`config.mk`:
```
export PLATFORM = sky130hd
export DESIGN_NAME = axilite_write_channel
export DESIGN_NICKNAME = d
export VERILOG_FILES = /design/src/rtl/axilite_pkg.sv /design/src/rtl/axilite_strb_merge.sv /design/src/rtl/axilite_write_channel.sv
export SDC_FILE = /design/constraint.sdc
export NUM_CORES = 1
export LEC_CHECK = 0
export CAP_MARGIN = 20
export CORE_MARGIN = 2
export CORE_UTILIZATION = 37
export CTS_CLUSTER_SIZE = 28
export DETAILED_ROUTE_END_ITERATION = 8
export MAX_ROUTING_LAYER = met4
export PLACE_DENSITY = 0.73
export SLEW_MARGIN = 5
export SYNTH_ARGS = -nofsm -noshare
export SYNTH_HDL_FRONTEND = slang
export SYNTH_SLANG_ARGS = --single-unit
```
`constraint.sdc`:
```
create_clock -name clk -period 2.2 [get_ports clk]
set_input_delay 0.55 -clock clk [delete_from_list [all_inputs] [get_ports clk]]
set_output_delay 0.55 -clock clk [all_outputs]
set_load 0.01 [all_outputs]
```
`src/rtl/axilite_pkg.sv`:
```
// Shared AXI4-Lite definitions used by both the read and write channels
// of the coprocessor's register slave.
package axilite_pkg;

  localparam int DATA_W = 32;
  localparam int STRB_W = DATA_W / 8;

  typedef enum logic [1:0] {
    RESP_OKAY   = 2'b00,
    RESP_SLVERR = 2'b10
  } resp_t;

endpackage

```
`src/rtl/axilite_strb_merge.sv`:
```
// Byte-lane merge: each strobe bit selects the new byte, otherwise the
// old byte of the register word is kept.
module axilite_strb_merge
  import axilite_pkg::*;
(
  input  logic [DATA_W-1:0] old_word,
  input  logic [DATA_W-1:0] new_word,
  input  logic [STRB_W-1:0] strb,
  output logic [DATA_W-1:0] merged
);

  always_comb begin
    merged = old_word;
    for (int k = 0; k < STRB_W; k++) begin
      if (strb[k]) begin
        merged[8*k +: 8] = new_word[8*k +: 8];
      end
    end
  end

endmodule

```
`src/rtl/axilite_write_channel.sv`:
```
// AXI4-Lite write path (AW/W/B) owning the coprocessor's control register
// bank, with a one-cycle per-register commit strobe.
module axilite_write_channel
  import axilite_pkg::*;
#(
  parameter int                NREGS     = 4,
  parameter logic [DATA_W-1:0] RESET_VAL = '0
) (
  input  logic                    clk,
  input  logic                    rst,
  input  logic [31:0]             awaddr,
  input  logic                    awvalid,
  output logic                    awready,
  input  logic [DATA_W-1:0]       wdata,
  input  logic [STRB_W-1:0]       wstrb,
  input  logic                    wvalid,
  output logic                    wready,
  output logic [1:0]              bresp,
  output logic                    bvalid,
  input  logic                    bready,
  output logic [DATA_W*NREGS-1:0] regs,
  output logic [NREGS-1:0]        wr_pulse
);

  logic              aw_held;
  logic              w_held;
  logic [31:0]       addr_q;
  logic [DATA_W-1:0] data_q;
  logic [STRB_W-1:0] strb_q;
  logic              bvalid_q;
  resp_t             bresp_q;

  logic [DATA_W-1:0] bank   [NREGS];
  logic [DATA_W-1:0] merged [NREGS];

  logic commit;
  logic in_range;

  // Readies depend on held state only, so a stalled response blocks both channels.
  assign awready  = ~aw_held & ~bvalid_q;
  assign wready   = ~w_held & ~bvalid_q;
  assign commit   = aw_held & w_held;
  assign in_range = (addr_q < 32'(NREGS));
  assign bvalid   = bvalid_q;
  assign bresp    = bresp_q;

  always_ff @(posedge clk or negedge rst) begin
    if (!rst) begin
      aw_held  <= 1'b0;
      w_held   <= 1'b0;
      addr_q   <= '0;
      data_q   <= '0;
      strb_q   <= '0;
      bvalid_q <= 1'b0;
      bresp_q  <= RESP_OKAY;
    end else if (commit) begin
      aw_held  <= 1'b0;
      w_held   <= 1'b0;
      bvalid_q <= 1'b1;
      bresp_q  <= in_range ? RESP_OKAY : RESP_SLVERR;
    end else begin
      if (bvalid_q && bready) begin
        bvalid_q <= 1'b0;
      end
      if (awvalid && awready) begin
        addr_q  <= awaddr;
        aw_held <= 1'b1;
      end
      if (wvalid && wready) begin
        data_q <= wdata;
        strb_q <= wstrb;
        w_held <= 1'b1;
      end
    end
  end

  for (genvar i = 0; i < NREGS; i++) begin : g_word
    axilite_strb_merge u_merge (
      .old_word (bank[i]),
      .new_word (data_q),
      .strb     (strb_q),
      .merged   (merged[i])
    );
    assign regs[DATA_W*i +: DATA_W] = bank[i];
  end

  // The pulse fires on every in-range commit, even an all-zero strobe.
  always_ff @(posedge clk or negedge rst) begin
    if (!rst) begin
      for (int i = 0; i < NREGS; i++) begin
        bank[i] <= RESET_VAL;
      end
      wr_pulse <= '0;
    end else begin
      wr_pulse <= '0;
      for (int i = 0; i < NREGS; i++) begin
        if (commit && in_range && (addr_q == 32'(i))) begin
          bank[i]     <= merged[i];
          wr_pulse[i] <= 1'b1;
        end
      end
    end
  end

endmodule

```
-- Yosys cells after proc, flatten, opt, wreduce, memory -nomap -nowiden
Cells that the tools add are included.
- memories kept: 0
- RAM bits: 0
- ROM bits: 0
- bits in registers: 205
- latch bits: 0
- logic and storage cells: 76
- bits of input ports: 73
- $mul: 0
- magnitude comparators: 1
- divide/modulo/power cells: 0
- shifts and indexed selects: 0
- bitwise logic cells: 7
- reduce and logical (&&, ||, !) cells: 30
- equal/unequal tests: 3
- muxes and demuxes: 11
- add/subtract/negate cells: 0
- operators by type and width (operator ; number):
    equality test 32 x 2 -> 1 bit (second input constant) ; 2
    AND reduction 2 bit ; 18
    equality test 32 x 1 -> 1 bit (second input constant) ; 1
    zero test 32 bit ; 1
    less-than comparator 32 x 3 -> 1 bit (second input constant) ; 1
    two-way mux 1 bit ; 10
    logical AND 1 bit ; 8
    nonzero test 2 bit ; 3
    NOT 1 bit ; 4
    bitwise AND 1 bit ; 3
    two-way mux 2 bit ; 1

-- Logic depth before layout (Yosys ltp)
- word-level depth: 5
- mapped depth: 6

-- Modules after synthesis
From an unflattened synthesis, not the netlist that was laid out.
- cell total of the unflattened synthesis: 601
- area, all modules: 10073.4 um^2
- modules (own cells, without submodules) (module ; cells an instance ; times used ; seq. area each (um^2) ; area an instance (um^2)):
    axilite_write_channel ; 457 ; 1 ; 5104.9 ; 7971.4
    axilite_strb_merge ; 36 ; 4 ; 0.0 ; 525.5

-- Least setup slack after synthesis
No wires, ideal clock.
- path kind: register to register
- start: reg addr_q[11]
- end: reg bank (netlist bit regs[0])
- buffers on the path: 2
- cell stages (with the launch flop): 7
- required time: 2.075 ns
- library setup time: 0.125 ns
- setup slack: 0.151 ns
- arrival time: 1.925 ns
- cell sequence: dfrtp_1 -> nor4_1 -> nand4_1 -> buf_6 -> buf_6 -> nor4_4 -> mux2_2
- word-level cells in the longest chain between the ends: 4
- RTL lines (item ; line ; text):
    start: declaration ; axilite_write_channel.sv:27 ; logic [31:0] addr_q;
    start signal: assignment ; axilite_write_channel.sv:66 ; addr_q <= awaddr;
    less-than comparator 32 x 3 -> 1 bit ; axilite_write_channel.sv:43 ; assign in_range = (addr_q < 32'(NREGS));
    logical AND 1 bit ; axilite_write_channel.sv:97 ; if (commit && in_range && (addr_q == 32'(i))) begin
    logical AND 1 bit * ; axilite_write_channel.sv:97 ;
    AND reduction 2 bit (no source line) * ; -- ;
    end signal: indexed assignment ; axilite_write_channel.sv:98 ; bank[i] <= merged[i];
    end: declaration ; axilite_write_channel.sv:33 ; logic [DATA_W-1:0] bank [NREGS];
Every way passes the cells marked *; elsewhere a longest branch is shown, timed or not.
A chain may end at the register's enable or synchronous reset.

-- Final worst setup path
- start: reg addr_q[2]
- end: reg bank (netlist bit regs[97])
The elaborated chain is that of the path after synthesis.

==> metrics.txt <==
ANT cells 0; clock skew 7.81 ps; Post-synth EDFFs 0; Setup Slack @ Placement -114 ps; Rel. slew slack 62.7%; chip width 150 µm; TNS Setup 0 ps; hpwl dp 13,700 µm; slew at the pin with the worst max-slew slack 559 ps; top_reg_cell synth dfrtp_1; via count 4,912; most common cell in the netlist dfrtp_1; startpoint types flip-flop; status finished, final reports clean; CTS tree yes; Initial Utilization 37.7%; reg2reg setup slack 40 ps; post-synth top area share 64.4%; core area 21,000 µm²; GPL Wtd Cong 0.763; LEAKAGE 5.23 nW; fraction of final layout cells sized beyond drive strength 1 38.7%; Clock Power Share 34.8%; sequential power share 48.1%; final-layout fill cell count 1,647; Switching Fraction 27.3%; total of max-cap violations 0; Final Max Tran Viols 0; Tmin final 2160 ps; Synth Register Bits 204; cell taking the most area after synthesis dfrtp_1; # IOs 210; CTS HTree Levels 1; vias per cell 4.84; final hold violation count 0; FF-to-FF End regs[97]$_DFFE_PN0P_; Initial DRT Pass Iterations 4; post-route DRC violation count 0; Rows 53; Reg clk slew, reported paths 60 ps; Setup CP Type reg2reg; Power, Total 10.5 mW; syn nets 547; Post-Syn Instances 474; Area Growth Syn to Fin 46.4%; drt initial violations 98; reg2reg start addr_q[2]$_DFFE_PN0P_; Pwr per Cell Area 902 nW/µm²; Multi-input gate area 2780 µm²; setup ws final 43.5 ps; CP max FO 6; vias in the first global route 5,367; Finished Layout Cells 1,014; register area 5100 µm²; final core utilization 55.2%; Critical Path AT 2530 ps; combinational share of power 17.1%; antenna violations before repair 0; placed cell count 972; CP Capture Type flip-flop; clk buf depth 3; Routed wire per std cell 19.1 µm; Switch Pwr 2.86 mW; YS warnings 0; largest net degree at the start of global routing 61; Placed Instance Area 10,700 µm²; Hold-fix buffers, CTS 0; Critical Path RT 2570 ps; Post-Syn Area 7930 µm²; hold slack 64.0 ps; hold crit path type in2async; Seq/Total Area, Yosys 64.4%; first-pass GRT wire length 29,900 µm; global route overflow 0; GRT Total Usage 17.6%; worst skew pair latency 490 ps; top cells by area, synth dfrtp_1 (64%), mux2_2 (27%), nor4_4 (4.3%); CTS buffer count 22; f_max 464 MHz; internal power 7.61 mW; most frequent cells after synthesis dfrtp_1 (204), mux2_2 (192), nor4_4 (16); Port Buf Inserts 208; Die ar. 22,600 µm²; Antenna Nets Post-Route 0; syn_area_per_cell 16.7 µm²; design area 11,600 µm²; Root Driver clkbuf_16; Die Ht 150 µm; Worst Reg2Reg Path Length in Cells 7; share of synthesized registers carrying an async set or reset 100%; Setup-failing EPs final 0; Final Cycle Share 98.0%; clock sinks 204; maximum vdd drop 0.589 mV; WL final 19,300 µm; Yosys cell types 21; fin nets 797; RSZ-0062 raised after global routing yes
registers in the layout, summed over array words and instances, names as in the netlist:
signal	flops
regs	128
data_q	32
bresp	1
bvalid	1
w_held	1
wr_pulse	4
addr_q	32
strb_q	4
aw_held	1
cell families (layout without fill, tap and decap cells):
kind of cell	after synthesis	in the layout	share of synthesized area, %
compound gates	8	8	0.584
mux	192	192	27.3
simple gates	45	45	6.25
other cells	1	1	0.0473
flops	204	204	64.4
buf+inv	24	289	1.51
final cells by class:
class                   count  area share, %
flip-flops and latches    204           44.0
multi-input cells         246           23.9
repair buffers            243           22.6
clock buffers              35           5.86
well taps                 275           2.96
clock inverters             4          0.410
inverters                   7          0.226
power groups by stage:
stage	registers, mW	logic [mW]	clock network [mW]
finish	5.03	1.79	3.64
global route	5.17	1.95	3.90
CTS	5.02	1.84	3.75
detailed placement	5.06	1.83	0
global placement	4.99	1.76	0
floorplan	4.86	1.23	0
cells in the final DEF, fill, tap and decap left out, types with 2 or more instances in the layout:
cell / instances
a21o_1: 2
inv_1: 7
nor4_2: 4
nor4_4: 16
clkbuf_1: 6
dfrtp_1: 204
buf_4: 9
clkbuf_16: 25
clkdlybuf4s50_1: 205
buf_12: 18
nand2b_1: 2
nand4_1: 2
nor4_1: 3
nor2_1: 7
or2_2: 2
mux2_4: 11
dlygate4sd2_1: 2
buf_6: 6
mux2_2: 181
clkbuf_8: 7
nand2_1: 5
clkinv_2: 2
o21ai_0: 4
metal layers:
| layer | vias up | wire length, µm | global-route usage [%] |
|---|---|---|---|
| li1 | 2203 | - | - |
| met1 | 2527 | 8240 | 22.2 |
| met2 | 148 | 9730 | 29.1 |
| met3 | 34 | 963 | 3.39 |
| met4 | 0 | 421 | 4.48 |
| met5 | - | 0 | - |
repair_timing:
action,in CTS,in global routing
cloned,0,2
setup endpoints to repair,70,125
pin swaps,5,7
resized for setup,8,16
buffers inserted,0,1
worst max-delay path, cell delays in order (launching register included):
cell and delay, ps:
dfrtp_1 380, nor4_2 300, nand4_1 150, buf_6 170, clkbuf_16 160, nor4_4 340
buf_6 190, mux2_2 340
how the worst max path moves through the flow:
| stage | from | to | slack (ps) | depth (start not counted) |
|---|---|---|---|---|
| after detailed placement | addr_q[27]$_DFFE_PN0P_ | regs[66]$_DFFE_PN0P_ | -110 | 6 |
| final | addr_q[2]$_DFFE_PN0P_ | regs[97]$_DFFE_PN0P_ | 40 | 7 |
| after global routing | addr_q[2]$_DFFE_PN0P_ | regs[66]$_DFFE_PN0P_ | -60 | 7 |
| after CTS | addr_q[2]$_DFFE_PN0P_ | regs[66]$_DFFE_PN0P_ | 4 | 6 |
| after floorplan | addr_q[11]$_DFFE_PN0P_ | regs[0]$_DFFE_PN0P_ | 150 | 6 |
| after global placement | addr_q[2]$_DFFE_PN0P_ | regs[66]$_DFFE_PN0P_ | -80 | 6 |
Note: power is estimated with default switching activity, not from simulation.
